===== src/rtl/speculative_output_channel_credit_tracker_pkg.sv =====
// ---------------------------------------------------------------------------
// speculative_output_channel_credit_tracker_pkg: shared control constants/types
// Rev 1.0
// ---------------------------------------------------------------------------
`default_nettype none

package speculative_output_channel_credit_tracker_pkg;

  localparam int TIA_NUM_OUTPUT_CHANNELS         = 4;
  localparam int TIA_OCI_WIDTH                   = TIA_NUM_OUTPUT_CHANNELS;
  localparam int TIA_MAX_PIPELINE_STAGES         = 8;
  localparam int TIA_OUTPUT_CHANNEL_BUFFER_DEPTH = 2;

  typedef logic [TIA_NUM_OUTPUT_CHANNELS-1:0] output_channel_oci_t;

endpackage

`default_nettype wire


===== src/rtl/speculative_output_channel_credit_tracker_inflight_counter.sv =====
// ---------------------------------------------------------------------------
// output_channel_inflight_counter: per-channel in-flight write counter and full bit
// Rev 1.0
// ---------------------------------------------------------------------------
`default_nettype none

module output_channel_inflight_counter #(
  parameter int CNT_W            = 2,
  parameter int OCC_W            = 2,
  parameter int SUM_W            = 3,
  parameter int DEPTH            = 2,
  parameter int PESSIMISTIC_MODE = 0
) (
  input  logic             clock,
  input  logic             reset_n,
  input  logic             inc,
  input  logic             dec,
  input  logic             quash_load,
  input  logic             quash_value,
  input  logic [OCC_W-1:0] occupancy,
  output logic [CNT_W-1:0] count,
  output logic             full,
  output logic             over
);

  logic [CNT_W-1:0] count_q;
  logic [CNT_W-1:0] count_d;
  logic [SUM_W-1:0] sum;

  always_comb begin
    count_d = count_q;
    if (quash_load) begin
      count_d = CNT_W'(quash_value);
    end else begin
      count_d = count_q + CNT_W'(inc) - CNT_W'(dec);
    end
  end

  always_ff @(posedge clock or negedge reset_n) begin
    if (!reset_n) begin
      count_q <= '0;
    end else begin
      count_q <= count_d;
    end
  end

  // Registered count only: the same-cycle issue never feeds back into full.
  assign sum  = SUM_W'(occupancy) + SUM_W'(count_q);
  assign over = (occupancy > OCC_W'(DEPTH)) | (sum > SUM_W'(DEPTH));

  generate
    if (PESSIMISTIC_MODE != 0) begin : g_pessimistic
      assign full = (occupancy == OCC_W'(DEPTH)) | (count_q != '0);
    end else begin : g_exact
      assign full = (sum >= SUM_W'(DEPTH));
    end
  endgenerate

  assign count = count_q;

endmodule

`default_nettype wire


===== src/rtl/speculative_output_channel_credit_tracker.sv =====
// ---------------------------------------------------------------------------
// speculative_output_channel_credit_tracker: multi-stage in-flight write tracking
// Rev 1.0
// ---------------------------------------------------------------------------
`default_nettype none

module speculative_output_channel_credit_tracker
  import speculative_output_channel_credit_tracker_pkg::*;
#(
  parameter int NUM_OUTPUT_CHANNELS  = TIA_NUM_OUTPUT_CHANNELS,
  parameter int NUM_STAGES           = 2,
  parameter int CHANNEL_BUFFER_DEPTH = 2,
  parameter int PESSIMISTIC_MODE     = 0,
  localparam int OCC_W = $clog2(CHANNEL_BUFFER_DEPTH + 1),
  localparam int CNT_W = $clog2(NUM_STAGES + 1),
  localparam int SUM_W = $clog2(CHANNEL_BUFFER_DEPTH + NUM_STAGES + 1)
) (
  input  logic                                 clock,
  input  logic                                 reset_n,
  input  logic                                 issue_valid,
  input  logic [NUM_OUTPUT_CHANNELS-1:0]       issue_oci,
  input  logic                                 stall,
  input  logic                                 quash,
  input  logic [NUM_OUTPUT_CHANNELS*OCC_W-1:0] output_channel_occupancy,
  output logic [NUM_OUTPUT_CHANNELS-1:0]       output_channel_full_status,
  output logic [NUM_OUTPUT_CHANNELS*CNT_W-1:0] inflight_count,
  output logic                                 overflow_error
);

  localparam int LAST = NUM_STAGES - 1;

  generate
    if (NUM_STAGES < 1 || NUM_STAGES > TIA_MAX_PIPELINE_STAGES) begin : g_bad_stages
      $error("NUM_STAGES out of range");
    end
    if (CHANNEL_BUFFER_DEPTH < 1) begin : g_bad_depth
      $error("CHANNEL_BUFFER_DEPTH must be at least 1");
    end
  endgenerate

  logic [NUM_STAGES-1:0][NUM_OUTPUT_CHANNELS-1:0] entry_q;
  logic [NUM_STAGES-1:0][NUM_OUTPUT_CHANNELS-1:0] entry_d;
  logic                                           overflow_error_q;
  logic                                           overflow_error_d;

  logic                           accepted;
  logic [NUM_OUTPUT_CHANNELS-1:0] inc_mask;
  logic [NUM_OUTPUT_CHANNELS-1:0] dec_mask;
  logic [NUM_OUTPUT_CHANNELS-1:0] hold_mask;
  logic [NUM_OUTPUT_CHANNELS-1:0] over_mask;

  assign accepted  = issue_valid & ~stall & ~quash;
  assign inc_mask  = accepted ? issue_oci : '0;
  assign dec_mask  = (~stall & ~quash) ? entry_q[LAST] : '0;
  // A stalled quash keeps the final-stage write alive; otherwise everything drains.
  assign hold_mask = stall ? entry_q[LAST] : '0;

  always_comb begin
    entry_d = entry_q;
    if (quash) begin
      for (int k = 0; k < LAST; k++) begin
        entry_d[k] = '0;
      end
      if (!stall) begin
        entry_d[LAST] = '0;
      end
    end else if (!stall) begin
      for (int k = LAST; k > 0; k--) begin
        entry_d[k] = entry_q[k-1];
      end
      entry_d[0] = inc_mask;
    end
  end

  always_comb begin
    overflow_error_d = overflow_error_q
                     | (|(inc_mask & output_channel_full_status))
                     | (|over_mask);
  end

  always_ff @(posedge clock or negedge reset_n) begin
    if (!reset_n) begin
      entry_q          <= '0;
      overflow_error_q <= 1'b0;
    end else begin
      entry_q          <= entry_d;
      overflow_error_q <= overflow_error_d;
    end
  end

  generate
    for (genvar c = 0; c < NUM_OUTPUT_CHANNELS; c++) begin : g_channel
      output_channel_inflight_counter #(
        .CNT_W            (CNT_W),
        .OCC_W            (OCC_W),
        .SUM_W            (SUM_W),
        .DEPTH            (CHANNEL_BUFFER_DEPTH),
        .PESSIMISTIC_MODE (PESSIMISTIC_MODE)
      ) u_counter (
        .clock       (clock),
        .reset_n     (reset_n),
        .inc         (inc_mask[c]),
        .dec         (dec_mask[c]),
        .quash_load  (quash),
        .quash_value (hold_mask[c]),
        .occupancy   (output_channel_occupancy[c*OCC_W +: OCC_W]),
        .count       (inflight_count[c*CNT_W +: CNT_W]),
        .full        (output_channel_full_status[c]),
        .over        (over_mask[c])
      );
    end
  endgenerate

  assign overflow_error = overflow_error_q;

endmodule

`default_nettype wire

===== config.mk =====
export PLATFORM = sky130hd
export DESIGN_NAME = speculative_output_channel_credit_tracker
export DESIGN_NICKNAME = d
export VERILOG_FILES = /design/src/rtl/speculative_output_channel_credit_tracker_pkg.sv /design/src/rtl/speculative_output_channel_credit_tracker_inflight_counter.sv /design/src/rtl/speculative_output_channel_credit_tracker.sv
export SDC_FILE = /design/constraint.sdc
export NUM_CORES = 1
export LEC_CHECK = 0
export ABC_AREA = 1
export CORE_MARGIN = 1
export CORE_UTILIZATION = 53
export CTS_BUF_LIST = sky130_fd_sc_hd__clkbuf_2
export DETAILED_ROUTE_END_ITERATION = 8
export GPL_ROUTABILITY_DRIVEN = 1
export PLACE_DENSITY = 0.82
export SETUP_SLACK_MARGIN = 0.3
export SYNTH_ARGS = -nofsm -noshare
export SYNTH_HDL_FRONTEND = slang
export SYNTH_HIERARCHICAL = 1
export SYNTH_SLANG_ARGS = --single-unit
export TNS_END_PERCENT = 5

===== constraint.sdc =====
create_clock -name clock -period 3.3 [get_ports clock]
set_input_delay 0.66 -clock clock [delete_from_list [all_inputs] [get_ports clock]]
set_output_delay 0.66 -clock clock [all_outputs]
set_load 0.02 [all_outputs]

# After elaboration in Yosys (flattened, before gate mapping)
# Index checks and enable logic that the tools add are counted.
dict set report word_totals {
  regBits 17
  input_bits 17
  output_inout_bits 13
  wordCells 55
}
dict set report op_classes {
  addsub 12
  magnitude_cmp 12
  n_eq_ne 1
  n_mux 9
  bitwise 12
  reduce_logical 2
}
# operator count
set ops {}
lappend ops {{$mux 8} 2}
lappend ops {{$add 2x2->3} 4}
lappend ops {{$ge 3x2->1 const B} 4}
lappend ops {{$gt 3x2->1 const B} 4}
lappend ops {{$mux 4} 3}
lappend ops {{$add 2x1->2} 4}
lappend ops {{$gt 2x2->1 const B} 4}
lappend ops {{$mux 2} 4}
lappend ops {{$reduce_or 4->1} 2}
lappend ops {{$sub 2x1->2} 4}
lappend ops {{$or 1x1->1} 6}
lappend ops {{$and 4x4->4} 1}
lappend ops {{$and 1x1->1} 3}
lappend ops {{$ne 2x1->1 const B} 1}
lappend ops {{$not 1->1} 2}

# Longest topological paths before layout
dict set report logic_depth {
  ltp_word 8
  depth_mapped 11
  mapped_depth_nobuf 11
}

# By module
# Netlist, hierarchy kept.
# module n_inst cells_per_inst area_each_um2 seq_area_each_um2
set modules_own_cells {}
lappend modules_own_cells {output_channel_inflight_counter 4 25 185.2 50.0}
lappend modules_own_cells {speculative_output_channel_credit_tracker 1 65 473.0 225.2}

# Least setup slack after synthesis
# No wires, ideal clock.
dict set report synth_timing {
  kind {input port to output port}
  start {in output_channel_occupancy[2]}
  end {out output_channel_full_status[1]}
  arrival_ns 1.647
  t_required_ns 2.640
  setup_slack_ns 0.993
  stages 3
  path_cell_list {ha_1 > fa_1 > or2_2}
}
dict set report synth_between {
  elab_chain_cells 2
}
# item line_no
set synth_lines {}
lappend synth_lines {{start, declared} speculative_output_channel_credit_tracker.sv:24} ;# input logic [NUM_OUTPUT_CHANNELS*OCC_W-1:0] output_channel_occupancy,
lappend synth_lines {{$add 2x2->3} speculative_output_channel_credit_tracker_inflight_counter.sv:48} ;# assign sum = SUM_W'(occupancy) + SUM_W'(count_q);
lappend synth_lines {{$ge 3x2->1} speculative_output_channel_credit_tracker_inflight_counter.sv:55} ;# assign full = (sum >= SUM_W'(DEPTH));
lappend synth_lines {{end, declared} speculative_output_channel_credit_tracker.sv:25} ;# output logic [NUM_OUTPUT_CHANNELS-1:0] output_channel_full_status,
# No other way between the ends.

# Final worst setup path
# Ends and elaborated chain as after synthesis.

==> flow_summary.yaml <==
outcome:
  status: "finished, final reports clean"
clock_tree:
  cts_tree: "done"
  clockBufferDepth: 2
  numCtsBuffers: 3
  cts.clk_slew.worst_paths_ps: 160
  cts.sink_count: 17
  htreeDepth: 1
  cts_hold_buf: 0
  worstSkewPairLatency_ps: 290
  clock-root-buffer: "clkbuf_2"
grt:
  grt_antenna_before_repair: 0
  grt_pass1_wl_mm: 4.388
  grt_usage_pct: 23.14
  grt_pass1_vias: 1059
  grt_max_degree: 18
  grt_overflow: 0
final_layout:
  drive_gt1_share_pct: 8.543
  synthToLayoutAreaGrowth_pct: 28.87
  finish.instance_area_sq_um: 1564
  finalCoreUtilization_pct: 75.85
  stdcell_count: 226
  fillers: 170
  n_antenna_cell: 0
  nNetsFinal: 233
synthesis:
  synth_nets: 198
  async_flop_share_pct: 100.0
  yosysTopAreaCellShare_pct: 35.05
  synth_edf_count: 0
  yosys.area.top_type: "dfrtp_1"
  synthMostInstantiatedCell: "inv_1"
  synth_top_family_by_area: "simple AND/OR/NAND/NOR gates"
  synthSimpleGateAreaFrac_pct: 25.15
  synth_cell_types: 15
  synth-seq-cells: 17
  synth_adder_area_share_pct: 18.97
  ys.flop_type: "dfrtp_1"
  netlist_area_sq_um: 1214
  muxShareOfSynthArea_pct: 0
  ys_top_cells_by_count: "inv_1, nand2_1, dfrtp_1"
  synth-xor-area-share_pct: 0
  synth_cells: 165
  yosysWarnings: 6
  synth-seq-area-share_pct: 35.05
  syn_area_per_cell_sq_um: 7.356
  synth_compound_area_share_pct: 6.907
  synthTopCellsByArea: "dfrtp_1, inv_1, nand2_1, ha_1, fa_1"
pwr:
  power_mw: 0.4368
  leakage_nw: 0.8479
  power.density_nw_per_um2: 279.3
  max-vdd-ir-drop_uv: 250.5
timing:
  max_freq_mhz: 332.6
  setup_viol: 0
  slew_viol_final: 0
  post-route-period-util_pct: 91.11
  rsz0062_at_grt: "true"
  tightest_slew_ps: 767.2
  hold_violations: 0
  finalSetupTns_ps: 0
  skew_ps: 5.579
  timing.final.ws_setup_ps: 293.3
  whs_ps: 531.7
  max_slew_margin_pct: 48.69
  fin_crit_ps: 3007
worst_setup_path:
  critPathMaxFanout: 2
  crit_type: "in -> out"
  cp.arrival_ps: 2350
  endpoint_kind: "output pin"
  r2r_cells: 9
  r2r_slack_ps: 1360
  crit_slowest_cell: "fa_1"
  cp_cell_sequence: "clkdlybuf4s50_1 -> ha_1 -> fa_1 -> or2_2 -> clkdlybuf4s15_2"
  critPathLaunchType: "input pin"
  cpPeakStageDelay_ps: 460
  crit_required_ps: 2640
detailed_routing:
  drc: 0
  vias: 1083
  drt_iter0_drc: 17
  routed_via_density: 4.792
  wire_per_inst_um: 10.85
  wl_mm: 2.451
  antenna_left: 0
  drtPass1Iterations: 4
placement:
  dp_cells: 222
  place_ws_ps: 2.319
  port_buffers: 29
  detailed_place_hpwl_mm: 2.017
  place.gp.congestion: 0.7661
  placed_area_sq_um: 1545
die:
  die_w_um: 49.86
  core_region_area_sq_um: 2062
  dieArea_sq_um: 2486
  initial_core_util_pct: 58.86
  fp.dieH_um: 49.86
  rows: 16
  num_io_pins: 30
min_path:
  min_path_type: "reg -> reg"
  holdPathStages: 2
flow_run:
  cap_violations: 0
-- critical path, delay by kind of cell --
| family | cells | cell delay (ps) |
|---|---|---|
| buffers and inverters | 2 | 690 |
| adders and majority gates | 2 | 680 |
| and+or+nand+nor | 1 | 320 |
-- path summary, 6_finish.rpt --
check | endpoint | start
setup / recovery | output_channel_full_status[1] | output_channel_occupancy[2]
hold / removal | entry_q[5] | entry_q[5]
setup reg to reg | overflow_error | g_channel[1].u_counter/count[0]
hold reg to reg | entry_q[5] | entry_q[5]
max in group asynchronous | g_channel[1].u_counter/count[0] | reset_n
min in group asynchronous | entry_q[0] | reset_n
-- where the power goes --
group | switching (mW) | internal (mW)
logic | 0.0650 | 0.0567
clock network | 0.0667 | 0.0275
registers | 0.00490 | 0.216
-- flip-flops by register name (all words and copies together), names as in the netlist --
signal / flops
g_channel.u_counter/count: 8
entry_q: 8
overflow_error: 1
-- layout by cell type, fill, tap and decap left out, types with 4 or more instances in the layout --
master and n:
inv_1 44, nand2_1 42, clkdlybuf4s50_1 25, dfrtp_1 17, nor2_1 15, ha_1 12, a21oi_1 8, or2_2 5
o21ai_0 5, clkbuf_2 4, nand3_1 4, fa_1 4
-- routing by layer --
layer	up-vias	track usage, %	part of all wire [%]
li1	570	-	-
met4	0	7.143	0.49
met2	25	40.77	50
met3	2	2.160	4.1
met5	-	0	0
met1	486	29.74	45
-- repair_timing --
action                     CTS  global route
cloned                       0             0
gates resized for setup     11             1
setup buffers                0             0
setup endpoints to repair    4             4
-- final cells by class --
class / instances / area, sq um / area share (%)
Multi-Input combinational cell: 103 / 619.3 / 39.60
Clock inverter: 1 / 5.005 / 0.3200
Inverter: 45 / 168.9 / 10.80
Tap cell: 27 / 33.78 / 2.160
Clock buffer: 3 / 15.01 / 0.9600
Timing Repair Buffer: 30 / 296.5 / 18.96
Sequential cell: 17 / 425.4 / 27.20
-- logic make-up after synthesis --
family | after synthesis
AND/OR/NAND/NOR | 71
buffers and inverters | 45
AO/OA/AOI/OAI | 16
adder cells (fa/ha/maj) | 16
flip-flops | 17
(Power assumes the default switching activity.)
